[src/rtl/instr_mem_loader.sv]
// -----------------------------------------------------------------------------
// instr_mem_loader
//
// Boot-time program loader for the single-cycle RV32I core. A byte stream
// arrives over a valid/ready handshake. The first two bytes carry a 16-bit
// little-endian word count. The bytes after that are packed little-endian into
// 32-bit words, and each word is written to instruction memory through a
// dedicated write port. The core is held in reset until the image is complete.
//
// Optional build macro: LOADER_CHECKSUM_EN
//   When defined, one trailing byte must equal the XOR of all data bytes.
//   A match finishes the load. A mismatch aborts it.
//
// Ports:
//   clk         system clock, rising edge
//   reset       synchronous, active-high reset
//   Start       one-cycle pulse that begins a load (honoured only in IDLE)
//   Byte_Valid  upstream byte valid
//   Byte_Data   upstream byte
//   Byte_Ready  loader accepts a byte this cycle
//   Mem_WE      instruction memory write enable, one-cycle pulse per word
//   Mem_Addr    word address of the write
//   Mem_WData   instruction word to write
//   Core_Reset  holds the processor in reset until the image is loaded
//   Done        image loaded, core released
//   Error       load aborted (oversize length or checksum mismatch)
// -----------------------------------------------------------------------------
module instr_mem_loader #(
  parameter int Width     = 32,
  parameter int Depth     = 256,
  parameter int AddrWidth = 8
) (
  input  logic                 clk,
  input  logic                 reset,
  input  logic                 Start,
  input  logic                 Byte_Valid,
  input  logic [7:0]           Byte_Data,
  output logic                 Byte_Ready,
  output logic                 Mem_WE,
  output logic [AddrWidth-1:0] Mem_Addr,
  output logic [Width-1:0]     Mem_WData,
  output logic                 Core_Reset,
  output logic                 Done,
  output logic                 Error
);

  // The word counter needs one extra bit so that it can count up to Depth.
  localparam int CntW = AddrWidth + 1;

`ifdef LOADER_CHECKSUM_EN
  typedef enum logic [2:0] {
    S_IDLE, S_LEN_LO, S_LEN_HI, S_DATA, S_CSUM, S_DONE, S_ERR
  } state_t;
`else
  // S_LAST covers the write pulse of the final word. DONE is therefore
  // entered only after that write has been issued.
  typedef enum logic [2:0] {
    S_IDLE, S_LEN_LO, S_LEN_HI, S_DATA, S_LAST, S_DONE, S_ERR
  } state_t;
`endif

  state_t state_q, state_d;

  logic [15:0]          len_q;
  logic [1:0]           byte_idx_q;
  logic [CntW-1:0]      word_cnt_q;
  logic [23:0]          word_buf_q;     // bytes 0..2 of the word being built
  logic                 we_q;
  logic [AddrWidth-1:0] addr_q;
  logic [Width-1:0]     wdata_q;
`ifdef LOADER_CHECKSUM_EN
  logic [7:0]           csum_q;
`endif

  logic        xfer;
  logic        word_done;
  logic        last_word;
  logic [15:0] len_full;
  logic        len_too_big;

  assign xfer        = Byte_Valid && Byte_Ready;
  assign word_done   = (state_q == S_DATA) && xfer && (byte_idx_q == 2'd3);
  assign len_full    = {Byte_Data, len_q[7:0]};
  assign len_too_big = {1'b0, len_full} > 17'(Depth);
  // True while the word currently being assembled is the final word (length-1).
  assign last_word   = (17'(word_cnt_q) + 17'd1) == {1'b0, len_q};

  // State register
  always_ff @(posedge clk) begin
    if (reset) begin
      state_q <= S_IDLE;
    end else begin
      state_q <= state_d;
    end
  end

  // Next-state logic
  always_comb begin
    state_d = state_q;
    case (state_q)
      S_IDLE:   if (Start) state_d = S_LEN_LO;
      S_LEN_LO: if (xfer)  state_d = S_LEN_HI;
      S_LEN_HI: begin
        if (xfer) begin
          if (len_full == 16'd0) begin
`ifdef LOADER_CHECKSUM_EN
            state_d = S_CSUM;
`else
            state_d = S_DONE;
`endif
          end else if (len_too_big) begin
            state_d = S_ERR;
          end else begin
            state_d = S_DATA;
          end
        end
      end
      S_DATA: begin
        if (word_done && last_word) begin
`ifdef LOADER_CHECKSUM_EN
          state_d = S_CSUM;
`else
          state_d = S_LAST;
`endif
        end
      end
`ifdef LOADER_CHECKSUM_EN
      S_CSUM: if (xfer) state_d = (Byte_Data == csum_q) ? S_DONE : S_ERR;
`else
      S_LAST: state_d = S_DONE;
`endif
      S_DONE:  state_d = S_DONE;
      S_ERR:   state_d = S_ERR;
      default: state_d = S_IDLE;
    endcase
  end

  // Output logic
  always_comb begin
    Byte_Ready = 1'b0;
    case (state_q)
      S_LEN_LO, S_LEN_HI, S_DATA: Byte_Ready = 1'b1;
`ifdef LOADER_CHECKSUM_EN
      S_CSUM:                     Byte_Ready = 1'b1;
`endif
      default:                    Byte_Ready = 1'b0;
    endcase
    Done       = (state_q == S_DONE);
    Error      = (state_q == S_ERR);
    Core_Reset = (state_q != S_DONE);
    Mem_WE     = we_q;
    Mem_Addr   = addr_q;
    Mem_WData  = wdata_q;
  end

  // Datapath: length capture, word assembly and the registered write port
  always_ff @(posedge clk) begin
    if (reset) begin
      len_q      <= '0;
      byte_idx_q <= '0;
      word_cnt_q <= '0;
      word_buf_q <= '0;
      we_q       <= 1'b0;
      addr_q     <= '0;
      wdata_q    <= '0;
`ifdef LOADER_CHECKSUM_EN
      csum_q     <= '0;
`endif
    end else begin
      we_q <= word_done;
      if (state_q == S_LEN_LO && xfer) len_q[7:0]  <= Byte_Data;
      if (state_q == S_LEN_HI && xfer) len_q[15:8] <= Byte_Data;
      if (state_q == S_DATA && xfer) begin
        byte_idx_q <= byte_idx_q + 2'd1;
`ifdef LOADER_CHECKSUM_EN
        csum_q     <= csum_q ^ Byte_Data;
`endif
        case (byte_idx_q)
          2'd0: word_buf_q[7:0]   <= Byte_Data;
          2'd1: word_buf_q[15:8]  <= Byte_Data;
          2'd2: word_buf_q[23:16] <= Byte_Data;
          default: begin
            // The fourth byte completes the word. The write port presents the
            // word next cycle at the address held by the pre-increment counter.
            wdata_q    <= {Byte_Data, word_buf_q};
            addr_q     <= word_cnt_q[AddrWidth-1:0];
            word_cnt_q <= word_cnt_q + 1'b1;
          end
        endcase
      end
    end
  end

endmodule
[config.mk]
export PLATFORM = sky130hd
export DESIGN_NAME = instr_mem_loader
export DESIGN_NICKNAME = d
export VERILOG_FILES = /design/src/rtl/instr_mem_loader.sv
export SDC_FILE = /design/constraint.sdc
export NUM_CORES = 1
export LEC_CHECK = 0
export CORE_MARGIN = 2
export CORE_UTILIZATION = 58
export CTS_CLUSTER_DIAMETER = 100
export DETAILED_ROUTE_END_ITERATION = 12
export GPL_TIMING_DRIVEN = 1
export PLACE_DENSITY = 0.81
export SLEW_MARGIN = 20
export SYNTH_ARGS = -nofsm -noshare
export SYNTH_HDL_FRONTEND = slang
export SYNTH_SLANG_ARGS = --single-unit
[constraint.sdc]
create_clock -name clk -period 5.3 [get_ports clk]
set_input_delay 0.795 -clock clk [delete_from_list [all_inputs] [get_ports clk]]
set_output_delay 0.795 -clock clk [all_outputs]
set_load 0.01 [all_outputs]
==> metrics.txt <==
status=complete, no violations; Placed Cells=598; Synth area leader=dfxtp_1; GRT Total Usage=approximately a quarter; Max IR drop VDD=0.000258 V; FFs w/ async S/R, synth=0%; Critical path buffers and inverters=2; Post-Syn Instances=roughly 500; Worst setup EP type=flip-flop; initial core utilization=~59%; clock skew=between 0.01 and 0.015 ns; Final Cell Area=4740 um^2; first-pass GRT wire length=14800 um; CTS HTree Levels=3; final hold violation count=0; Cell Pwr Density=332 nW/um^2; worst-margin pin slew=~1.1 ns; DRC Markers=0; clk buf depth=2; DR pass1 iterations=4; clock root buffer=clkbuf_8; Resized Gates After CTS=0; worst reg2reg path depth=7; Hold-fix buffers, CTS=0; area growth from synthesis to layout=19.4%; critical path cell sequence=clkdlybuf4s50_1 -> and4b_1 -> buf_4 -> nand2_2 -> nor4b_2 -> nand4_1 -> or3_1 -> a311oi_1; top-count cell post-synth=nand2_1; slowest cell delay on critical path=between 0.5 and 0.6 ns; post-synth cell types=between 40 and 50; Routed WL per cell=about 14 um; Worst-path clk slew=approximately 0.10 ns; sequential area share after synthesis=between 40 and 50%; Fillers=roughly 540; clk_lat worst skew=roughly 0.36 ns; CP Class=input pin to flip-flop; Post-synth EDFFs=0; drt via density=5.60; global route total overflow=0; max_cap viols=0; Period Utilization, post-route=between 60 and 70%; Synthesis Warnings=0; Worst slew margin=just under 30%; Num CTS Buffers=9; die width=between 80 and 90 um; critical path depth in cells=8; fin cells=around 600; Reg area=~1900 um^2; Most used DFF post-synth=dfxtp_1; FMAX=292 MHz; vias in the first global route=slightly above 3k; # rows=30; synthesized area=~4000 um^2; Top-Level Pins=57; CTS tree=yes; synthesized flop and latch total=95; detailed-route via count=3437; Startpoint Class=input pin; number of max-slew violations in the final report=0; area of the multi-input gates=between 1500 and 2000 um^2; DP Wirelength=around 5800 um; Core ar.=about 6700 um^2; 1st-iter DRT viols=250; CP required=roughly 5.6 ns; Buffers on Ports=between 50 and 60; commonest cells in the netlist=133 x nand2_1, 95 x dfxtp_1, 82 x a21oi_1, 31 x clkbuf_1, 28 x nor2_1; Post-CTS Setup Bufs=0; largest net degree at the start of global routing=96; DRT antenna net count=0; Total Wirelength=between 8000 and 9000 um; synth top area cells=dfxtp_1 48%, nand2_1 13%, a21oi_1 10%; Crit path max-delay family=simple AND/OR/NAND/NOR gates; Final setup viols=0; total power=roughly 1600 uW; Placed Area=between 4000 and 5000 um^2; Clock Sink Count=95; Mapped Nets=between 500 and 600; initial antenna violation count=0; top cell type's share of synthesized area=47.9%; RSZ-0062 raised after global routing=false; full die area=about 7500 um^2; share of layout cells above drive strength 1=roughly 4.7%; crit-path max FO=48; diode count=0; Leak=0.00157 uW; global placement routability congestion=between 0.7 and 0.8; Worst EP arrival=roughly 3.7 ns; CP max stage cell=clkdlybuf4s50_1; average size of a mapped cell=7.98 um^2; Hold Crit Class=flip-flop to flip-flop; min Tclk post-route=roughly 3.4 ns; die height=~87 um; Hold Path Stages=2; Final #Nets=approximately 550; Layout Utilization=a little over two thirds; setup TNS=0 ns
-- power by group --
part / leakage (uW) / switching, uW / internal (uW)
sequential: 0.000766 / 54.3 / 742
clock: 0.000115 / 269 / 276
combinational: 0.000687 / 124 / 108
total: 0.00157 / 447 / 1130
-- worst register-to-register path: stages, from the launching register on --
cell      delay, ns
dfxtp_1        0.65
and4b_1        0.29
buf_4          0.31
nand2_2        0.55
nor4b_2        0.45
nand4_1        0.15
or3_1          0.37
a311oi_1       0.27
-- area by class of cell --
cell class,instances,share of cell area [%]
Clock inverter,7,2.37
Multi-Input combinational cell,357,40.1
Timing Repair Buffer,59,12.2
Clock buffer,9,2.61
Tap cell,80,2.11
Sequential cell,95,40.1
Inverter,7,0.554
-- layout by cell type (no fill, tap or decap), types with 2 or more instances in the layout --
master | netlist | layout
or3_1 | 2 | 2
bufinv_16 | 0 | 2
xnor2_1 | 13 | 13
ha_1 | 5 | 5
nor2_1 | 28 | 28
buf_4 | 2 | 3
dfxtp_1 | 95 | 95
nor2b_1 | 3 | 3
clkdlybuf4s50_1 | 0 | 55
nand2b_1 | 2 | 2
nand2_1 | 133 | 133
o31ai_1 | 2 | 2
a311oi_1 | 2 | 2
o21ai_0 | 2 | 2
mux2i_1 | 10 | 10
xor2_1 | 5 | 5
and4b_1 | 2 | 2
clkbuf_8 | 0 | 9
inv_6 | 0 | 2
nand3_1 | 26 | 26
nor4_1 | 5 | 5
and4_1 | 2 | 2
inv_1 | 6 | 6
a211oi_1 | 2 | 2
and3b_1 | 2 | 2
nor3_1 | 2 | 2
nor3b_1 | 2 | 2
a21oi_1 | 82 | 82
nand4_1 | 4 | 4
-- registers in the layout, summed over array words and instances, names as in the netlist --
register	flops
Mem_Addr	8
byte_idx_q	2
word_buf_q	24
word_cnt_q	9
Mem_WE	1
Mem_WData	32
len_q	16
state_q	3
-- per-stage QoR --
| stage | hold WS (ns) | worst slack, ns |
|---|---|---|
| 2_1_floorplan | 0.432 | 3.14 |
| 3_3_place_gp | 0.443 | 1.62 |
| 3_5_place_dp | 0.445 | 1.48 |
| 4_1_cts | 0.459 | 1.89 |
| 5_1_grt | 0.475 | 1.66 |
| 6_report | 0.455 | 1.88 |
-- layer usage --
| metal | track usage [%] | vias to the layer above | wire length (um) | share of wire [%] |
|---|---|---|---|---|
| li1 | - | 1736 | - | - |
| met1 | 34.8 | 1596 | 4110 | 47 |
| met2 | 38.5 | 90 | 4120 | 47 |
| met3 | 4.19 | 15 | 423 | 4.8 |
| met4 | 8.24 | 0 | 140 | 1.6 |
| met5 | 0 | - | 0 | 0 |
-- path summary, 6_finish.rpt --
kind / endpoint / slack (ns) / startpoint
worst max-delay path: state_q[2] / 1.88 / Byte_Valid
worst min-delay path: Mem_WData[12] / 0.46 / word_buf_q[12]
worst max register to register: state_q[2] / 2.18 / state_q[0]
worst min register to register: Mem_WData[12] / 0.46 / word_buf_q[12]
-- cells by family after synthesis --
family / Yosys count / synth area share, %
simple gates: 221 / 24.8
xor+xnor: 18 / 3.97
compound gates: 101 / 14.1
fa+ha+maj: 6 / 1.83
mux: 11 / 2.80
flops: 95 / 47.9
buf+inv: 46 / 4.66
Power figures use the tool's default switching activity.
